--- config.mk ---
export PLATFORM = sky130hd
export DESIGN_NAME = axi4_lite_simple_master_flat
export DESIGN_NICKNAME = d
export VERILOG_FILES = /design/src/rtl/axi4_lite_pkg.sv /design/src/rtl/axi4_lite_if.sv /design/src/rtl/axi4_lite_simple_master.sv /design/src/flat_wrapper.sv
export SDC_FILE = /design/constraint.sdc
export NUM_CORES = 1
export LEC_CHECK = 0
export BUFFER_PORTS_ARGS = -buffer_cell sky130_fd_sc_hd__buf_2
export CORE_ASPECT_RATIO = 1.4
export CORE_MARGIN = 3
export CORE_UTILIZATION = 44
export CTS_CLUSTER_DIAMETER = 50
export DETAILED_ROUTE_END_ITERATION = 7
export HOLD_SLACK_MARGIN = 0.12
export MAX_ROUTING_LAYER = met4
export PLACE_DENSITY = 0.79
export SYNTH_ARGS = -nofsm -noshare
export SYNTH_HDL_FRONTEND = slang
export SYNTH_SLANG_ARGS = --single-unit
--- constraint.sdc ---
create_clock -name clk -period 1.6 [get_ports clk]
set_input_delay 0 -clock clk [delete_from_list [all_inputs] [get_ports clk]]
set_output_delay 0 -clock clk [all_outputs]
set_load 0.05 [all_outputs]
--- src/rtl/axi4_lite_pkg.sv ---
// Shared AXI4-Lite definitions: response codes, default bus widths and a
// strobe-width helper used by the interface and the bus initiators.
package axi4_lite_pkg;

    localparam int unsigned AXI_ADDR_W = 32;
    localparam int unsigned AXI_DATA_W = 32;

    typedef enum logic [1:0] {
        OKAY   = 2'b00,
        EXOKAY = 2'b01,
        SLVERR = 2'b10,
        DECERR = 2'b11
    } resp_t;

    // One write strobe bit per data byte.
    function automatic int unsigned strb_w(input int unsigned data_w);
        return data_w / 8;
    endfunction

endpackage

--- src/rtl/axi4_lite_if.sv ---
// AXI4-Lite bus bundle. Every channel follows the usual valid/ready rule:
// a transfer happens on a rising clk edge where valid and ready are both
// high; once raised, valid and its payload hold until that edge.
interface axi4_lite_if
    import axi4_lite_pkg::*;
#(
    parameter int unsigned ADDR_W = AXI_ADDR_W,
    parameter int unsigned DATA_W = AXI_DATA_W
);
    localparam int unsigned STRB_W = strb_w(DATA_W);

    logic [ADDR_W-1:0] awaddr;
    logic [2:0]        awprot;
    logic              awvalid;
    logic              awready;

    logic [DATA_W-1:0] wdata;
    logic [STRB_W-1:0] wstrb;
    logic              wvalid;
    logic              wready;

    logic [1:0]        bresp;
    logic              bvalid;
    logic              bready;

    logic [ADDR_W-1:0] araddr;
    logic [2:0]        arprot;
    logic              arvalid;
    logic              arready;

    logic [DATA_W-1:0] rdata;
    logic [1:0]        rresp;
    logic              rvalid;
    logic              rready;

    modport master (
        output awaddr, awprot, awvalid, input awready,
        output wdata, wstrb, wvalid, input wready,
        input  bresp, bvalid, output bready,
        output araddr, arprot, arvalid, input arready,
        input  rdata, rresp, rvalid, output rready
    );

    modport slave (
        input  awaddr, awprot, awvalid, output awready,
        input  wdata, wstrb, wvalid, output wready,
        output bresp, bvalid, input bready,
        input  araddr, arprot, arvalid, output arready,
        output rdata, rresp, rvalid, input rready
    );

endinterface

--- src/rtl/axi4_lite_simple_master.sv ---
// Single-outstanding AXI4-Lite initiator. A command accepted on the cmd port
// becomes one read or write transaction; its completion is returned on the
// rsp port. cmd/rsp use valid/ready: a transfer happens on a rising clk edge
// where both are high. A new command may be taken while the previous
// response still waits in the rsp slot; its B/R handshake then stalls until
// the slot has been consumed.
module axi4_lite_simple_master
    import axi4_lite_pkg::*;
#(
    parameter int unsigned ADDR_BIT_WIDTH = AXI_ADDR_W,
    parameter int unsigned DATA_BIT_WIDTH = AXI_DATA_W,
    parameter logic [2:0]  AXPROT         = 3'b000
) (
    input  logic                        clk,
    input  logic                        async_rst_n,

    input  logic                        cmd_valid,
    output logic                        cmd_ready,
    input  logic                        cmd_write,
    input  logic [ADDR_BIT_WIDTH-1:0]   cmd_addr,
    input  logic [DATA_BIT_WIDTH-1:0]   cmd_wdata,
    input  logic [DATA_BIT_WIDTH/8-1:0] cmd_wstrb,

    output logic                        rsp_valid,
    input  logic                        rsp_ready,
    output logic                        rsp_write,
    output logic [DATA_BIT_WIDTH-1:0]   rsp_rdata,
    output logic [1:0]                  rsp_resp,

    output logic                        busy,
    output logic [2:0]                  dbg_state,

    axi4_lite_if.master                 axi
);

    localparam int unsigned STRB_W = strb_w(DATA_BIT_WIDTH);

    typedef enum logic [2:0] {
        IDLE   = 3'd0,
        WR_REQ = 3'd1,
        WR_RSP = 3'd2,
        RD_REQ = 3'd3,
        RD_RSP = 3'd4
    } mst_state_t;

    mst_state_t                state_q, state_d;
    logic [ADDR_BIT_WIDTH-1:0] addr_q, addr_d;
    logic [DATA_BIT_WIDTH-1:0] wdata_q, wdata_d;
    logic [STRB_W-1:0]         wstrb_q, wstrb_d;
    logic                      write_q, write_d;
    logic                      awvalid_q, awvalid_d;
    logic                      wvalid_q, wvalid_d;
    logic                      arvalid_q, arvalid_d;
    logic                      bready_q, bready_d;
    logic                      rready_q, rready_d;
    logic                      rsp_valid_q, rsp_valid_d;
    logic                      rsp_write_q, rsp_write_d;
    logic [DATA_BIT_WIDTH-1:0] rsp_rdata_q, rsp_rdata_d;
    logic [1:0]                rsp_resp_q, rsp_resp_d;

    // Next-state and next-output logic for the transaction FSM and rsp slot.
    always_comb begin
        state_d     = state_q;
        addr_d      = addr_q;
        wdata_d     = wdata_q;
        wstrb_d     = wstrb_q;
        write_d     = write_q;
        awvalid_d   = awvalid_q;
        wvalid_d    = wvalid_q;
        arvalid_d   = arvalid_q;
        rsp_write_d = rsp_write_q;
        rsp_rdata_d = rsp_rdata_q;
        rsp_resp_d  = rsp_resp_q;
        // The rsp slot empties on its own handshake; a completion below may refill it.
        rsp_valid_d = rsp_valid_q && !rsp_ready;

        case (state_q)
            IDLE: begin
                if (cmd_valid) begin
                    addr_d  = cmd_addr;
                    wdata_d = cmd_wdata;
                    wstrb_d = cmd_wstrb;
                    write_d = cmd_write;
                    if (cmd_write) begin
                        awvalid_d = 1'b1;
                        wvalid_d  = 1'b1;
                        state_d   = WR_REQ;
                    end else begin
                        arvalid_d = 1'b1;
                        state_d   = RD_REQ;
                    end
                end
            end
            WR_REQ: begin
                // AW and W retire independently; both low means both are done.
                if (axi.awready) awvalid_d = 1'b0;
                if (axi.wready)  wvalid_d  = 1'b0;
                if (!awvalid_d && !wvalid_d) state_d = WR_RSP;
            end
            WR_RSP: begin
                if (axi.bvalid && bready_q) begin
                    rsp_valid_d = 1'b1;
                    rsp_write_d = write_q;
                    rsp_rdata_d = '0;
                    rsp_resp_d  = axi.bresp;
                    state_d     = IDLE;
                end
            end
            RD_REQ: begin
                if (axi.arready) begin
                    arvalid_d = 1'b0;
                    state_d   = RD_RSP;
                end
            end
            RD_RSP: begin
                if (axi.rvalid && rready_q) begin
                    rsp_valid_d = 1'b1;
                    rsp_write_d = write_q;
                    rsp_rdata_d = axi.rdata;
                    rsp_resp_d  = axi.rresp;
                    state_d     = IDLE;
                end
            end
            default: begin
                // Unreachable encodings recover to a quiet IDLE.
                state_d   = IDLE;
                awvalid_d = 1'b0;
                wvalid_d  = 1'b0;
                arvalid_d = 1'b0;
            end
        endcase

        // Registered readies: only take B/R when the rsp slot will be free.
        bready_d = (state_d == WR_RSP) && !rsp_valid_d;
        rready_d = (state_d == RD_RSP) && !rsp_valid_d;
    end

    // State, bus outputs and the response slot, all cleared by async reset.
    always_ff @(posedge clk or negedge async_rst_n) begin
        if (!async_rst_n) begin
            state_q     <= IDLE;
            addr_q      <= '0;
            wdata_q     <= '0;
            wstrb_q     <= '0;
            write_q     <= 1'b0;
            awvalid_q   <= 1'b0;
            wvalid_q    <= 1'b0;
            arvalid_q   <= 1'b0;
            bready_q    <= 1'b0;
            rready_q    <= 1'b0;
            rsp_valid_q <= 1'b0;
            rsp_write_q <= 1'b0;
            rsp_rdata_q <= '0;
            rsp_resp_q  <= '0;
        end else begin
            state_q     <= state_d;
            addr_q      <= addr_d;
            wdata_q     <= wdata_d;
            wstrb_q     <= wstrb_d;
            write_q     <= write_d;
            awvalid_q   <= awvalid_d;
            wvalid_q    <= wvalid_d;
            arvalid_q   <= arvalid_d;
            bready_q    <= bready_d;
            rready_q    <= rready_d;
            rsp_valid_q <= rsp_valid_d;
            rsp_write_q <= rsp_write_d;
            rsp_rdata_q <= rsp_rdata_d;
            rsp_resp_q  <= rsp_resp_d;
        end
    end

    assign cmd_ready = (state_q == IDLE);
    assign busy      = (state_q != IDLE);
    assign dbg_state = state_q;

    assign rsp_valid = rsp_valid_q;
    assign rsp_write = rsp_write_q;
    assign rsp_rdata = rsp_rdata_q;
    assign rsp_resp  = rsp_resp_q;

    assign axi.awaddr  = addr_q;
    assign axi.awprot  = AXPROT;
    assign axi.awvalid = awvalid_q;
    assign axi.wdata   = wdata_q;
    assign axi.wstrb   = wstrb_q;
    assign axi.wvalid  = wvalid_q;
    assign axi.bready  = bready_q;
    assign axi.araddr  = addr_q;
    assign axi.arprot  = AXPROT;
    assign axi.arvalid = arvalid_q;
    assign axi.rready  = rready_q;

endmodule

--- src/flat_wrapper.sv ---
// flat-port wrapper written by rule: the top's interface ports become plain ports
module axi4_lite_simple_master_flat import axi4_lite_pkg::*;
#(
    parameter int unsigned ADDR_BIT_WIDTH = AXI_ADDR_W,
    parameter int unsigned DATA_BIT_WIDTH = AXI_DATA_W,
    parameter logic [2:0]  AXPROT         = 3'b000
)
  (clk, async_rst_n, cmd_valid, cmd_ready, cmd_write, cmd_addr, cmd_wdata, cmd_wstrb, rsp_valid, rsp_ready, rsp_write, rsp_rdata, rsp_resp, busy, dbg_state, axi_awaddr, axi_awprot, axi_awvalid, axi_awready, axi_wdata, axi_wstrb, axi_wvalid, axi_wready, axi_bresp, axi_bvalid, axi_bready, axi_araddr, axi_arprot, axi_arvalid, axi_arready, axi_rdata, axi_rresp, axi_rvalid, axi_rready);
  axi4_lite_if #(.ADDR_W((32)), .DATA_W((32))) axi_i ();
  input  logic clk;
  input  logic async_rst_n;
  input  logic cmd_valid;
  output logic cmd_ready;
  input  logic cmd_write;
  input  logic [ADDR_BIT_WIDTH-1:0] cmd_addr;
  input  logic [DATA_BIT_WIDTH-1:0] cmd_wdata;
  input  logic [DATA_BIT_WIDTH/8-1:0] cmd_wstrb;
  output logic rsp_valid;
  input  logic rsp_ready;
  output logic rsp_write;
  output logic [DATA_BIT_WIDTH-1:0] rsp_rdata;
  output logic [1:0] rsp_resp;
  output logic busy;
  output logic [2:0] dbg_state;
  output wire logic [$bits(axi_i.awaddr)-1:0] axi_awaddr;
  output wire logic [$bits(axi_i.awprot)-1:0] axi_awprot;
  output wire logic [$bits(axi_i.awvalid)-1:0] axi_awvalid;
  input wire logic [$bits(axi_i.awready)-1:0] axi_awready;
  output wire logic [$bits(axi_i.wdata)-1:0] axi_wdata;
  output wire logic [$bits(axi_i.wstrb)-1:0] axi_wstrb;
  output wire logic [$bits(axi_i.wvalid)-1:0] axi_wvalid;
  input wire logic [$bits(axi_i.wready)-1:0] axi_wready;
  input wire logic [$bits(axi_i.bresp)-1:0] axi_bresp;
  input wire logic [$bits(axi_i.bvalid)-1:0] axi_bvalid;
  output wire logic [$bits(axi_i.bready)-1:0] axi_bready;
  output wire logic [$bits(axi_i.araddr)-1:0] axi_araddr;
  output wire logic [$bits(axi_i.arprot)-1:0] axi_arprot;
  output wire logic [$bits(axi_i.arvalid)-1:0] axi_arvalid;
  input wire logic [$bits(axi_i.arready)-1:0] axi_arready;
  input wire logic [$bits(axi_i.rdata)-1:0] axi_rdata;
  input wire logic [$bits(axi_i.rresp)-1:0] axi_rresp;
  input wire logic [$bits(axi_i.rvalid)-1:0] axi_rvalid;
  output wire logic [$bits(axi_i.rready)-1:0] axi_rready;
  assign axi_awaddr = axi_i.awaddr;
  assign axi_awprot = axi_i.awprot;
  assign axi_awvalid = axi_i.awvalid;
  assign axi_i.awready = axi_awready;
  assign axi_wdata = axi_i.wdata;
  assign axi_wstrb = axi_i.wstrb;
  assign axi_wvalid = axi_i.wvalid;
  assign axi_i.wready = axi_wready;
  assign axi_i.bresp = axi_bresp;
  assign axi_i.bvalid = axi_bvalid;
  assign axi_bready = axi_i.bready;
  assign axi_araddr = axi_i.araddr;
  assign axi_arprot = axi_i.arprot;
  assign axi_arvalid = axi_i.arvalid;
  assign axi_i.arready = axi_arready;
  assign axi_i.rdata = axi_rdata;
  assign axi_i.rresp = axi_rresp;
  assign axi_i.rvalid = axi_rvalid;
  assign axi_rready = axi_i.rready;
  axi4_lite_simple_master #(.ADDR_BIT_WIDTH(ADDR_BIT_WIDTH), .DATA_BIT_WIDTH(DATA_BIT_WIDTH), .AXPROT(AXPROT)) u_core (.clk(clk), .async_rst_n(async_rst_n), .cmd_valid(cmd_valid), .cmd_ready(cmd_ready), .cmd_write(cmd_write), .cmd_addr(cmd_addr), .cmd_wdata(cmd_wdata), .cmd_wstrb(cmd_wstrb), .rsp_valid(rsp_valid), .rsp_ready(rsp_ready), .rsp_write(rsp_write), .rsp_rdata(rsp_rdata), .rsp_resp(rsp_resp), .busy(busy), .dbg_state(dbg_state), .axi(axi_i));
endmodule
Yosys cells after proc, flatten, opt, wreduce, memory -nomap -nowiden
Index checks and enable logic that the tools add are counted.
Storage, ports and cells
  bits in registers: 113
  input bits: 114
  output and inout bits: 152
  word-level logic and storage cells: 78
Operators by class
  equality and inequality tests: 12
  mux-type cells: 31
  bitwise gates (word level): 2
  reduce and logical (&&, ||, !) cells: 19
Operators by type and width (number)
  32-bit two-way mux: 2
  32-bit case mux with 2 select lines: 1
  3-bit two-way mux: 5
  3-bit case mux with 5 select lines: 1
  1-bit two-way mux: 13
  3-bit by 2-bit equality test with 1-bit output (second input constant): 3
  1-bit case mux with 3 select lines: 3
  3-bit equality test (second input constant): 2
  1-bit logical AND: 6
  2-bit two-way mux: 3
  2-bit by 1-bit != test with 1-bit output (second input constant): 3
  2-bit != test (second input constant): 3
  3-bit AND reduction: 2
  3-bit OR reduction: 2
  1-bit logical NOT: 4
  1-bit case mux with 2 select lines: 2
  2-bit case mux with 2 select lines: 1
  4-bit AND reduction: 1
  3-bit by 1-bit equality test with 1-bit output (second input constant): 1
  3-bit logical NOT: 1
  3-bit nonzero test: 1
  1-bit NOT: 2
  2-bit AND reduction: 1
  2-bit nonzero test: 1

Depth between registers and ports, before layout
  word-level depth: 8
  mapped depth: 8
  depth with buffers taken out: 4

Worst setup path before layout
No wires, ideal clock.
  kind: flip-flop to flip-flop
  start point: register u_core.state_q[2] (netlist: u_core.dbg_state[2])
  end point: register u_core.write_q
  setup time: 0.144 ns
  arrival time: 1.921 ns
  required time: 1.456 ns
  slack: -0.465 ns
  stages on the path, launching flop included: 7
  period minus slack after synthesis: 2.065 ns
  cell sequence: dfrtp_1 > buf_6 > nor3_4 > nand2_1 > clkbuf_1 > nand2_1 > o21ai_0
On the way
  cells in the longest elaborated chain, start to end: 2
RTL lines
  start, declared: RTL line axi4_lite_simple_master.sv:46  | mst_state_t state_q, state_d;
  start signal, assigned: RTL line axi4_lite_simple_master.sv:156  | state_q <= state_d;
  3-bit logical NOT
  named net cmd_ready: RTL line flat_wrapper.sv:13  | output logic cmd_ready;
  2-bit AND reduction (no line)
  end signal, assigned: RTL line axi4_lite_simple_master.sv:160  | write_q <= write_d;
  end, declared: RTL line axi4_lite_simple_master.sv:50  | logic write_q, write_d;
The timed path passes the listed nets, and every way through them passes these cells.
A chain may end at the register's enable or synchronous reset.

Final worst setup path
  start point: register u_core.state_q[2] (netlist: u_core.dbg_state[2])
  end point: register u_core.rsp_rdata_q[6] (netlist: u_core.rsp_rdata[6])
On the way
  cells in the longest elaborated chain, start to end: 3
  elaborated cells on any way between the ends: 7
RTL lines
  3-bit equality test / 3-bit by 2-bit equality test with 1-bit output (equally long branches): RTL line axi4_lite_simple_master.sv:77  | case (state_q)
  2-bit by 1-bit != test with 1-bit output (no line) / 2-bit nonzero test (equally long branches)
  3-bit AND reduction (no line)
  end signal, assigned: RTL line axi4_lite_simple_master.sv:168  | rsp_rdata_q <= rsp_rdata_d;
  end, declared: RTL line axi4_lite_simple_master.sv:58  | logic [DATA_BIT_WIDTH-1:0] rsp_rdata_q, rsp_rdata_d;
Several ways; a longest one is shown, not always the timed one.

==> out/summary.txt <==
first-pass GRT wire length - 24700 um
Crit-path slowest cell - dfrtp_2
dominant cells by area after synthesis - dfrtp_1 (59%), nand2_1 (22%), buf_4 (6.1%)
number of detailed-route iterations in the first pass - 5
share of cells above drive strength 1 - 35.1%
largest family of logic cells by synthesized area - simple AND/OR/NAND/NOR gates
fraction of registers with async set/reset - 100%
post-synthesis cell type count - 31
status - completed
fillcell total - 696
Initial Util - 45.5%
part of the cycle the worst path needs - 92.5%
Leak - 0.00421 uW
Post-Synth XOR/XNOR Area - 0%
multiplexer share of the synthesized area - 0.731%
cts bufs inserted - 17
Die Height - 129 um
CTS tree - done
CTS max path bufs - 2
Post-CTS Setup Inserts - 0
RePlAce Congestion - 0.815
Finished Cell Area - 7740 um^2
DR iter-0 viols - 241
sequential share of the synthesized area - 59.0%
fin nets - 986
core area - 10500 um^2
root buffer cell - clkbuf_16
Hold Crit Class - in -> async
pwr dens - 2390 nW/um^2
CP max stage delay - 0.48 ns
number of enable flip-flop cells after synthesis - 0
critical path data arrival time - 1.73 ns
largest net degree at the start of global routing - 70
final setup violation count - 0
clock-pin slew on the worst setup and hold paths - 0.05 ns
via density per instance - 4.91
reg-to-reg startpoint - u_core.dbg_state[2]
Area growth syn-to-layout - 61.6%
via count - 5029
htree depth - 4
Synth top area share - 59.0%
Data required, critical path - 1.86 ns
top post-synthesis cells by count - nand2_1 (278), dfrtp_1 (113), buf_4 (39), o21ai_1 (25), o21ai_0 (14)
Worst Reg-to-Reg Cells - 5
Final Total Pwr - 18500 uW
Max IR drop VDD - 1.52 mV
I/O pin count - 266
clk sinks - 113
WL/cell - 16.0 um
Slew Viols, Final - 0
antenna violations before repair - 1
Compound-Gate Fraction of Synth Area - 5.64%
GR Util All Layers - 27.1%
Setup Crit Path Kind - reg -> reg
adder-cell share of the synthesized area - 0%
Die ar. - 12200 um^2
remaining global-route overflow - 0
Tmin final - 1.48 ns
CP endpoint kind - register
prevailing post-synth register cell - dfrtp_1
maximum clock frequency - 676 MHz
Syn Std Cell Area - 4790 um^2
worst-path cell chain - nand4b_1 -> a21o_2 -> buf_12 -> nand2_1 -> o21ai_1
max-cap violations - 0
reg2reg end - u_core.rsp_rdata[6]
Synth area leader - dfrtp_1
Synth Warn # - 0
port buffer count - 259
skew final - 0.00836 ns
Post-Syn Instances - 531
placed cell areas - 5980 um^2
Core Rows - 44
Synth Register Bits - 113
DP Wirelength - 9530 um
Worst-Skew Late Latency - 0.40 ns
Final Hold Vio Count - 0
die width - 94.2 um
Crit Path Max Fanout - 69
crit-path leading delay family - flip-flops
RSZ-0062 raised after global routing - no
post-synthesis simple-gate area fraction - 24.3%
Post-route DRC - 0
final wirelength - 16400 um
number of global-route vias before repair - 5101
crit path launch type - register
crit path buf inv count - 1
Mean Syn Cell Area - 9.02 um^2
FF-to-FF setup slack - 0.12 ns
Routed Antenna Nets - 0
top-count cell post-synth - nand2_1
sequential cells by signal, indices dropped and copies added (netlist names):
register            count
u_core.write_q          1
u_core.axi.awvalid      1
u_core.rsp_rdata       32
u_core.axi.wvalid       1
u_core.dbg_state        3
u_core.rsp_write        1
u_core.rsp_resp         2
u_core.axi.arvalid      1
u_core.axi.rready       1
u_core.axi.wdata       32
u_core.rsp_valid        1
u_core.axi.bready       1
u_core.axi.wstrb        4
u_core.axi.araddr      32
worst register-to-register path: stages, from the launching register on:
cell and delay, ns:
dfrtp_2 0.48, nand4b_1 0.20, a21o_2 0.26, buf_12 0.20, nand2_1 0.11, o21ai_1 0.09
worst max-delay path by stage:
stage | from | end | slack, ns | cells past startpoint
3_5_place_dp | u_core.dbg_state[2] | u_core.axi.bready | 0.03 | 5
6_report | u_core.dbg_state[2] | u_core.rsp_rdata[6] | 0.12 | 5
5_1_grt | u_core.dbg_state[2] | u_core.rsp_rdata[6] | 0.04 | 5
3_3_place_gp | u_core.dbg_state[2] | u_core.axi.rready | 0.08 | 5
4_1_cts | u_core.dbg_state[2] | u_core.axi.rready | 0.02 | 5
2_1_floorplan | u_core.dbg_state[2] | u_core.axi.araddr[0] | -0.28 | 8
metal layers:
| layer | share of wire, % | vias up | global-route usage (%) |
|---|---|---|---|
| li1 | - | 2300 | - |
| met1 | 34 | 2384 | 27.5 |
| met2 | 55 | 275 | 47.5 |
| met3 | 6.5 | 70 | 6.50 |
| met4 | 4.4 | 0 | 14.6 |
| met5 | 0 | - | - |
logic make-up (layout without fill, tap and decap cells):
family / after synthesis / after routing
buffers and inverters: 72 / 421
flip-flops: 113 / 113
other: 1 / 7
multiplexers: 3 / 3
AND/OR/NAND/NOR: 293 / 293
AO/OA/AOI/OAI: 49 / 49
cells in the final DEF, fill, tap and decap left out, drive strengths merged:
master / netlist / layout
nor2: 1 / 1
o22ai: 1 / 1
nand4b: 2 / 2
bufinv: 0 / 3
inv: 5 / 5
nor3: 2 / 2
o2111ai: 1 / 1
o221ai: 1 / 1
clkinv: 0 / 6
nor3b: 3 / 3
nand2b: 1 / 1
nor2b: 3 / 3
and2: 1 / 1
nand2: 278 / 278
o32ai: 2 / 2
diode: 0 / 1
a311o: 1 / 1
a21o: 1 / 1
o21ai: 39 / 39
nand3: 2 / 2
a31oi: 1 / 1
clkinvlp: 0 / 2
mux2i: 2 / 2
mux2: 1 / 1
buf: 55 / 269
dlygate4sd3: 0 / 114
dfrtp: 113 / 113
a21oi: 2 / 2
conb: 1 / 6
clkbuf: 12 / 22
final cells by class:
| class | instances | area, um^2 | share of cell area, % |
|---|---|---|---|
| Antenna cell | 1 | 2.50 | 0.0323 |
| Clock buffer | 21 | 450 | 5.82 |
| Clock inverter | 11 | 139 | 1.79 |
| Multi-Input combinational cell | 351 | 1510 | 19.5 |
| Sequential cell | 113 | 2830 | 36.6 |
| Inverter | 5 | 18.8 | 0.242 |
| Tap cell | 138 | 173 | 2.23 |
| Timing Repair Buffer | 384 | 2620 | 33.8 |
power by group:
part           switching, uW  internal (uW)
combinational           7780           2200
sequential               806           3980
clock                   1250           2470
total                   9830           8660
metrics by stage:
stage / setup slack (ns) / setup TNS [ns] / hold WS (ns) / instances / utilization [%]
2_1_floorplan: -0.281 / -17.15 / -0.296 / 536 / -
3_3_place_gp: 0.0826 / 0 / -0.168 / 876 / 56.8
3_5_place_dp: 0.0256 / 0 / -0.166 / 876 / 56.8
4_1_cts: 0.0178 / 0 / 0.182 / 1022 / 73.3
5_1_grt: 0.0390 / 0 / 0.178 / 1024 / 73.6
6_report: 0.121 / 0 / 0.175 / 1024 / 73.6
timing repair:
action | in CTS | in global routing
gates resized for setup | 0 | 3
hold buffers | 114 | 0
endpoints found under the hold margin | 225 | 0
endpoints found under the setup margin | 0 | 47
Note: power is estimated with default switching activity, not from simulation.
